`config.mk`:
```
export PLATFORM = sky130hd
export DESIGN_NAME = jacobi_sweep_scheduler
export DESIGN_NICKNAME = d
export VERILOG_FILES = /design/src/rtl/pca_pkg.sv /design/src/rtl/jacobi_pair_gen.sv /design/src/rtl/jacobi_sweep_scheduler.sv
export SDC_FILE = /design/constraint.sdc
export NUM_CORES = 1
export LEC_CHECK = 0
export CORE_MARGIN = 2
export CORE_UTILIZATION = 49
export DETAILED_ROUTE_END_ITERATION = 16
export PLACE_DENSITY_LB_ADDON = 0.1
export SYNTH_ARGS = -nofsm -noshare
export SYNTH_HDL_FRONTEND = slang
export SYNTH_SLANG_ARGS = --single-unit
```
`constraint.sdc`:
```
create_clock -name clk -period 1.7 [get_ports clk]
set_clock_uncertainty 0.1 [all_clocks]
set_input_delay 0.17 -clock clk [delete_from_list [all_inputs] [get_ports clk]]
set_output_delay 0.17 -clock clk [all_outputs]
set_load 0.005 [all_outputs]
```
`src/rtl/pca_pkg.sv`:
```
// Shared types and constants for the PCA accelerator's Jacobi eigen-solver blocks.
package pca_pkg;

  typedef enum logic [3:0] {
    ST_IDLE,
    ST_WAIT_COV,
    ST_ISSUE,
    ST_WAIT_CS,
    ST_ROTATE,
    ST_WAIT_ROT,
    ST_ADVANCE,
    ST_DONE,
    ST_ERR
  } sched_state_t;

  // Index fields are sized for the largest supported matrix; users slice to their IDX_W.
  localparam int PAIR_IDX_MAX_W = 8;

  typedef struct packed {
    logic [PAIR_IDX_MAX_W-1:0] p;
    logic [PAIR_IDX_MAX_W-1:0] q;
  } pair_t;

  localparam int DEFAULT_MATRIX_SIZE = 4;
  localparam int PAIRS_PER_SWEEP     = DEFAULT_MATRIX_SIZE * (DEFAULT_MATRIX_SIZE - 1) / 2;

  function automatic int pairs_per_sweep(input int n);
    return n * (n - 1) / 2;
  endfunction

endpackage

```
`src/rtl/jacobi_pair_gen.sv`:
```
// Combinational cyclic-by-row successor of an off-diagonal pair (p,q), q > p.
// wrap flags the end of a sweep, where the successor restarts at (0,1).
module jacobi_pair_gen #(
  parameter int MATRIX_SIZE = 4,
  parameter int IDX_W       = $clog2(MATRIX_SIZE)
) (
  input  logic [IDX_W-1:0] p,
  input  logic [IDX_W-1:0] q,
  output logic [IDX_W-1:0] next_p,
  output logic [IDX_W-1:0] next_q,
  output logic             wrap
);

  localparam logic [IDX_W-1:0] LAST_Q = IDX_W'(MATRIX_SIZE - 1);
  localparam logic [IDX_W-1:0] LAST_P = IDX_W'(MATRIX_SIZE - 2);

  always_comb begin
    next_p = '0;
    next_q = IDX_W'(1);
    wrap   = 1'b0;
    if (q < LAST_Q) begin
      next_p = p;
      next_q = q + IDX_W'(1);
    end else if (p < LAST_P) begin
      next_p = p + IDX_W'(1);
      next_q = p + IDX_W'(2);
    end else begin
      wrap = 1'b1;
    end
  end

endmodule

```
`src/rtl/jacobi_sweep_scheduler.sv`:
```
// Walks (p,q) pairs for NUM_SWEEPS Jacobi sweeps, handshaking with the CORDIC
// and Givens units; each handshake is guarded by a TIMEOUT-cycle watchdog.
module jacobi_sweep_scheduler
  import pca_pkg::*;
#(
  parameter int MATRIX_SIZE = 4,
  parameter int NUM_SWEEPS  = 4,
  parameter int TIMEOUT     = 64,
  parameter int IDX_W       = $clog2(MATRIX_SIZE),
  parameter int SC_W        = $clog2(NUM_SWEEPS + 1)
) (
  input  logic             clk,
  input  logic             rst,
  input  logic             start,
  input  logic             cov_ready,
  output logic [IDX_W-1:0] p,
  output logic [IDX_W-1:0] q,
  output logic             arctan_valid,
  input  logic             sincos_valid,
  output logic             rot_start,
  input  logic             rot_done,
  output logic [SC_W-1:0]  sweep_count,
  output logic             busy,
  output logic             done,
  output logic             err
);

  localparam int WD_W = $clog2(TIMEOUT + 1);

  sched_state_t     state_reg;
  logic [IDX_W-1:0] p_reg, q_reg;
  logic [IDX_W-1:0] p_next, q_next;
  logic             pair_wrap;
  logic [SC_W-1:0]  sweep_reg;
  logic [SC_W-1:0]  sweep_next;
  logic [WD_W-1:0]  wd_reg;
  logic             wd_expired;
  logic             arctan_valid_reg, rot_start_reg;
  logic             busy_reg, done_reg, err_reg;

  jacobi_pair_gen #(
    .MATRIX_SIZE (MATRIX_SIZE),
    .IDX_W       (IDX_W)
  ) u_pair_gen (
    .p      (p_reg),
    .q      (q_reg),
    .next_p (p_next),
    .next_q (q_next),
    .wrap   (pair_wrap)
  );

  assign sweep_next = sweep_reg + SC_W'(1);
  // wd_reg holds the current wait-cycle number (1-based), so expiry is on cycle TIMEOUT.
  assign wd_expired = (wd_reg == WD_W'(TIMEOUT));

  always_ff @(posedge clk) begin
    if (rst) begin
      state_reg        <= ST_IDLE;
      p_reg            <= '0;
      q_reg            <= IDX_W'(1);
      sweep_reg        <= '0;
      wd_reg           <= '0;
      arctan_valid_reg <= 1'b0;
      rot_start_reg    <= 1'b0;
      busy_reg         <= 1'b0;
      done_reg         <= 1'b0;
      err_reg          <= 1'b0;
    end else begin
      arctan_valid_reg <= 1'b0;
      rot_start_reg    <= 1'b0;
      case (state_reg)
        ST_IDLE, ST_DONE, ST_ERR: begin
          if (start) begin
            state_reg <= ST_WAIT_COV;
            p_reg     <= '0;
            q_reg     <= IDX_W'(1);
            sweep_reg <= '0;
            busy_reg  <= 1'b1;
            done_reg  <= 1'b0;
            err_reg   <= 1'b0;
          end
        end
        ST_WAIT_COV: begin
          if (cov_ready) begin
            state_reg        <= ST_ISSUE;
            arctan_valid_reg <= 1'b1;
          end
        end
        ST_ISSUE: begin
          state_reg <= ST_WAIT_CS;
          wd_reg    <= WD_W'(1);
        end
        ST_WAIT_CS: begin
          if (sincos_valid) begin
            state_reg     <= ST_ROTATE;
            rot_start_reg <= 1'b1;
          end else if (wd_expired) begin
            state_reg <= ST_ERR;
            busy_reg  <= 1'b0;
            err_reg   <= 1'b1;
          end else begin
            wd_reg <= wd_reg + WD_W'(1);
          end
        end
        ST_ROTATE: begin
          state_reg <= ST_WAIT_ROT;
          wd_reg    <= WD_W'(1);
        end
        ST_WAIT_ROT: begin
          if (rot_done) begin
            state_reg <= ST_ADVANCE;
          end else if (wd_expired) begin
            state_reg <= ST_ERR;
            busy_reg  <= 1'b0;
            err_reg   <= 1'b1;
          end else begin
            wd_reg <= wd_reg + WD_W'(1);
          end
        end
        ST_ADVANCE: begin
          p_reg <= p_next;
          q_reg <= q_next;
          if (pair_wrap && (sweep_next == SC_W'(NUM_SWEEPS))) begin
            sweep_reg <= sweep_next;
            state_reg <= ST_DONE;
            busy_reg  <= 1'b0;
            done_reg  <= 1'b1;
          end else begin
            if (pair_wrap) begin
              sweep_reg <= sweep_next;
            end
            state_reg        <= ST_ISSUE;
            arctan_valid_reg <= 1'b1;
          end
        end
        default: begin
          state_reg <= ST_IDLE;
          busy_reg  <= 1'b0;
        end
      endcase
    end
  end

  assign p            = p_reg;
  assign q            = q_reg;
  assign sweep_count  = sweep_reg;
  assign arctan_valid = arctan_valid_reg;
  assign rot_start    = rot_start_reg;
  assign busy         = busy_reg;
  assign done         = done_reg;
  assign err          = err_reg;

endmodule

```
==> flow_summary_export.csv <==
group,metric,value,unit
cells_and_area,fill_cells,178,
worst_setup_path,crit_path_start_kind,"register",
hold_path,holdPathStages,2,
yosys,yosys-top-cells-area,"dfxtp_1 (33%), nand2_1 (5.4%), ha_1 (4.5%)",
yosys,synth_top_cells_by_count,"dfxtp_1 (23), nand2_1 (20), nor2_1 (15)",
hold_path,worstHoldStart,"wd_reg[1]",
drt,vias,1511,
yosys,yosysSeqAreaShare,33.1,%
power_and_ir_drop,comb_power_share,59.0,%
yosys,synthArstFlopShare,0,%
worst_setup_path,end_kind,"register",
cells_and_area,regArea,483,sq um
yosys,synth_top_family_by_area,"simple AND/OR/NAND/NOR gates",
hold_path,min_to,"wd_reg[1]",
floorplanning,initial_core_util,50.9,%
cells_and_area,diodes,0,
yosys,synth_top_area_share,33.1,%
drt,drc,0,
cts,holdBufCountCts,0,
timing,max_freq,563,MHz
timing,slew-limit-headroom,63.3,%
global_routing,grt_max_degree,17,
power_and_ir_drop,p_leak,0.820,nW
power_and_ir_drop,ir_drop,1.06,mV
floorplanning,die_w,57.3,um
worst_setup_path,critPathKind,"register to register",
worst_setup_path,r2r_cells,6,
yosys,synthCells,170,
floorplanning,io-pin-count,18,
timing,worst_pin_slew,549,ps
outcome,violations,"setup timing",
timing,fin_crit_sh,104,%
floorplanning,die_y,57.3,um
yosys,yosysWarnings,0,
cells_and_area,multi_input_area,1080,sq um
power_and_ir_drop,p_seq_share,29.3,%
cts,numCtsBuffers,3,
global_routing,overflow,0,
timing,setup_slack,-75.0,ps
yosys,synth_nets,181,
yosys,synthAdderAreaFrac,4.50,%
place,gp_congestion,0.871,
timing,finalMaxSlewViolations,0,
power_and_ir_drop,p_sw,0.000952,W
yosys,synth_edf_count,0,
timing,finalHoldViolCount,0,
cts,cts_buffer_depth,2,
timing,rsz0062_at_grt,"yes",
yosys,synth-compound-area-share,15.4,%
flow_run,max_cap_violations,0,
yosys,synth.area.mux_share,2.16,%
timing,timing.hold.ws,408,ps
timing,post-route-min-period,1770,ps
floorplanning,core_area,2730,sq um
power_and_ir_drop,p_clk_share,11.7,%
yosys,synth-simple-area-share,31.3,%
cells_and_area,largest_reg_flops,7,
drt,routedWlPerCell,16.8,um
place,io_buffer_count,17,
worst_setup_path,arrival,1950,ps
drt,viasPerCell,5.83,
worst_setup_path,worstPathMaxFanout,3,
yosys,synth.most_common_cell,"dfxtp_1",
cells_and_area,drive_gt1_share,43.4,%
yosys,avgSynthCellArea,8.18,sq um
worst_setup_path,rr_startpoint,"sweep_count[1]",
cts,h-tree-depth,1,
timing,setup_viol,4,
place,hpwl,2590,um
global_routing,antenna_found_initial,0,
cts,cts_root_buf,"clkbuf_4",
yosys,synthXorXnorAreaFrac,5.67,%
cts,tritoncts,"built",
drt,first_pass_iters,4,
cts,cts.sink_count,23,
floorplanning,die-area,3280,sq um
yosys,synthFlopType,"dfxtp_1",
yosys,synth_area_leader_cell,"dfxtp_1",
hold_path,min_path_type,"register to register",
yosys,synth-seq-cells,23,
drt,totalWireLength,4360,um
drt,drt_iter0_drc,86,
worst_setup_path,required,1870,ps
worst_setup_path,reg2reg_slack,-70,ps
floorplanning,rows,19,
cells_and_area,area_growth,58.4,%
drt,ant_nets,0,
outcome,status,"finished with violations",
worst_setup_path,worst_r2r_endpoint,"busy",
yosys,synth_cell_types,48,
global_routing,grtUsageTotal,24.3,%
global_routing,grt_first_pass_wirelength,6240,um
place,dpl_worst_slack,-285,ps
cells_and_area,fin_nets,240,
power_and_ir_drop,powerDensity,1070,nW/um^2
power_and_ir_drop,internal_power,0.00140,W
cts,clk-insertion-delay-late,330,ps
power_and_ir_drop,swShare,40.5,%
cts,path_clk_slew,150,ps
yosys,synth_area,1390,sq um
global_routing,grt_pass1_vias,1392,
-- power by group through the flow --
stage | Clock (W) | Combinational (W) | Sequential [W]
floorplan | 0 | 0.000648 | 0.000632
global placement | 0 | 0.000946 | 0.000674
detailed placement | 0 | 0.000973 | 0.000676
CTS | 0.000267 | 0.00115 | 0.000680
global route | 0.000300 | 0.00147 | 0.000698
finish | 0.000274 | 0.00139 | 0.000689
-- timing repair --
action                     in CTS  in global routing
resized for setup              29                 27
setup buffers                   6                  4
setup endpoints to repair      17                 22
pin swaps                      11                 13
-- cells in the final DEF (no fill, tap or decap), types with 4 or more instances in the layout --
cell type         n
nand2_1          17
dfxtp_2           6
nor3_1            6
dfxtp_1          13
nand2b_1          4
o21ai_0           6
dfxtp_4           4
nor2_1           12
a21oi_1           8
buf_6             5
inv_1             7
xnor2_1           4
buf_4            43
clkdlybuf4s50_1  17
-- worst max path at each step --
stage | endpoint | depth (start not counted) | start
3_3_place_gp | p[1] | 7 | rot_done
2_1_floorplan | q[0] | 7 | q[0]
6_report | busy | 6 | sweep_count[1]
4_1_cts | q[0] | 6 | sweep_count[1]
3_5_place_dp | sweep_count[0] | 7 | rot_done
5_1_grt | q[0] | 6 | state_reg[1]
-- routing by layer --
metal	global-route usage [%]	part of all wire [%]
met5	0	0
met4	6.64	1.2
met3	2.49	6.8
met2	41.9	50
met1	32.6	42
-- logic make-up after synthesis --
group | Yosys count
fa+ha+maj | 5
flops | 23
simple gates | 78
xor+xnor | 9
buf+inv | 18
mux | 3
compound gates | 34
-- per-stage QoR --
stage | utilization, % | instance area [sq um] | TNS, ps | power, W | instances
after CTS | 75.2 | 2060 | -304 | 0.00210 | 256
after floorplan | - | 1440 | -23.0 | 0.00128 | 170
after detailed placement | 68.0 | 1860 | -3500 | 0.00165 | 246
after global placement | 68.0 | 1860 | -2680 | 0.00162 | 246
final | 80.6 | 2200 | -150 | 0.00235 | 259
after global routing | 80.6 | 2200 | -653 | 0.00247 | 259
-- worst max-delay path: stages, from the launching register on --
cell     delay [ps]
dfxtp_4         400
ha_4            180
xnor2_4         120
nor2_4          130
o21ai_4          80
or4_4           560
a21oi_2         150
-- cell type report --
| type | count | area share [%] |
|---|---|---|
| flip-flops and latches | 23 | 21.9 |
| repair buffers | 65 | 24.9 |
| well taps | 31 | 1.76 |
| multi-input cells | 129 | 48.9 |
| clock buffers | 3 | 1.02 |
| inverters | 7 | 1.19 |
| clock inverters | 1 | 0.227 |
Power figures use the tool's default switching activity.
==> RTL change, RTL diff (config.mk and constraints unchanged) <==
Re-encode `sched_state_t` (9 states) as Gray code, 4 bits wide.
--- a/src/rtl/pca_pkg.sv
+++ b/src/rtl/pca_pkg.sv
@@ -2,15 +2,15 @@
 package pca_pkg;
 
   typedef enum logic [3:0] {
-    ST_IDLE,
-    ST_WAIT_COV,
-    ST_ISSUE,
-    ST_WAIT_CS,
-    ST_ROTATE,
-    ST_WAIT_ROT,
-    ST_ADVANCE,
-    ST_DONE,
-    ST_ERR
+    ST_IDLE     = 4'b0000,
+    ST_WAIT_COV = 4'b0001,
+    ST_ISSUE    = 4'b0011,
+    ST_WAIT_CS  = 4'b0010,
+    ST_ROTATE   = 4'b0110,
+    ST_WAIT_ROT = 4'b0111,
+    ST_ADVANCE  = 4'b0101,
+    ST_DONE     = 4'b0100,
+    ST_ERR      = 4'b1100
   } sched_state_t;
 
   // Index fields are sized for the largest supported matrix; users slice to their IDX_W.
Check against the original RTL: same outputs for any inputs over 10 cycles, from zero or initial values and one cycle with rst high; not proved beyond that.
==> RTL change against the unedited design <==
- the run still ends with setup timing left
- wire length decreased by 7.9%
- cell area decreased by 7.9%
- synthesized area about the same
- highest routed layer unchanged
- sequential power decreased by 8.0%
- die area about the same
- count of clock-buffer cells in the layout increased by 1
- sequential cell count unchanged
- final cell count decreased by 1.5%
- worst setup slack improved by 50 ps
- maximum frequency increased by 2.9%
- power decreased by 28%
==> RTL change: results (changes against the unedited design) <==
----------------------------------------------------
[Power]
  Maximum VDD drop ... 0.0008149 V (-23%)
  Static leakage power ... 0.8270 nW (+0.87%)

[Synth]
  Mux share of post-synthesis cell area ... 3.594% (+1.4 points)
  Post-synthesis share of cell area spent on full adders, half adders and majority gates ... 4.492% (about the same)
  Avg Inst Size Synth ... 8.289 um2 (+1.3%)
  List of most frequent post-synthesis cells ... 23 x sky130_fd_sc_hd__dfxtp_1, 16 x sky130_fd_sc_hd__nand2_1, 12 x sky130_fd_sc_hd__a21oi_1, 12 x sky130_fd_sc_hd__nor2_1
  Leading cell types by total area after synthesis ... sky130_fd_sc_hd__dfxtp_1 33%, sky130_fd_sc_hd__ha_1 4.5%, sky130_fd_sc_hd__a21oi_1 4.3%
  Count of distinct cell types in the synthesized netlist ... 50 (+4.2%)
  Post-synth net total ... 179 (-1.1%)
  Portion of synthesized cell area occupied by the leading cell type ... 33.06% (about the same)
  Xor/xnor cell area share of the yosys netlist ... 1.887% (-3.8 points)

[Route]
  Routed wl met2 ... 2152 um (-1.2%)
  Number of DRC markers after the initial detailed-route iteration ... 40 (-53%)
  Detailed-route wire length on metal 1 ... 1642 um (-10%)
  Wire length per cell ... 15.73 um (-6.5%)
  Wire length after detailed routing ... 4010 um (-7.9%)

[Timing]
  Final count of negative-setup-slack endpoints ... 3 (-1)
  Slew Limit Headroom ... 71.10% (+7.8 points)
  Final critical-path setup slack ... -25.02 ps (+49.94 ps)

[Final layout]
  Number of nets in the layout ... 236 (-1.7%)
  Share of post-route cells with drive strength above 1 ... 33.93% (-9.5 points)

[Setup path]
  Biggest fanout along the worst timing path ... 5 (+2)

[Place]
  Post-placement cell count ... 249 (+1.2%)
  Final weighted congestion of routability-driven global placement ... 0.9326 (+7.1%)

[Global route]
  Pin count of the biggest net entering global routing ... 13 (-4)
  Met2 demand-to-capacity share in global routing ... 50.41% (+8.5 points)
  Met1 capacity usage during global routing ... 29.50% (-3.1 points)
  Wire length of the first global-routing pass ... 6713 um (+7.6%)
  Via count of the first global-routing pass ... 1553 (+12%)

[Run status]
  Run status ... finished, violations left
  Failing checks ... setup timing

[Clock tree]
  Clock transition at the register clock pins on the worst setup and hold paths after CTS ... 130 ps (-20 ps)

----------------------------------------------------
RTL change: changes by cell type after synthesis, sizes merged, moves of 3 or more:
cell    change
buf         -5
nor2        -4
o21ai       -8
nor3        -6
nor3b       -3
clkbuf      +5
xnor2       -5
a221oi      +3
and4        +3
a21oi       +4
nand2       -4
RTL change: area by class of cell:
class / instances / area (um2)
multi-input combinational: 127 / 947.2
fill: 209 / 705.7
timing repair buffer: 62 / 511.7
sequential: 23 / 474.2
tap: 31 / 38.79
inverter: 8 / 30.03
clock buffer: 4 / 26.28
RTL change: timing repair:
| item | in CTS | in global routing |
|---|---|---|
| setup endpoints to repair | 11 | 16 |
| resized for setup | 12 | 14 |
| setup buffers | 2 | 0 |
| pin swaps | 5 | 3 |
| endpoints found under the hold margin | 0 | 0 |
RTL change: worst paths after layout:
path | startpoint | to | slack (ps) | depth (start not counted)
worst max-delay path | wd_reg[5] | busy | -30 | 4
worst min-delay path | err | err | 370 | 2
worst max register to register | wd_reg[5] | busy | -30 | 4
worst min register to register | err | err | 370 | 2
RTL change: power by group:
part	leakage, nW	internal [mW]	switching, mW
sequential	0.189	0.590	0.0441
combinational	0.623	0.408	0.409
clock	0.0150	0.0916	0.159
RTL change: worst min-delay path, cell delays in order (launching register included):
cell                      delay [ps]
sky130_fd_sc_hd__dfxtp_1         340
sky130_fd_sc_hd__inv_1            50
sky130_fd_sc_hd__a21oi_1          50
RTL change: metrics by stage:
step	setup WS [ps]	setup TNS [ps]	util, %	cell area, um2
after global placement	-216.0	-1582	69.20	1892
after CTS	-35.74	-63.86	72.13	1972
after global routing	-87.07	-476.7	74.19	2028
after floorplan	-47.92	-120.8	-	1416
final	-25.02	-57.61	74.19	2028
after detailed placement	-241.3	-1913	69.20	1892
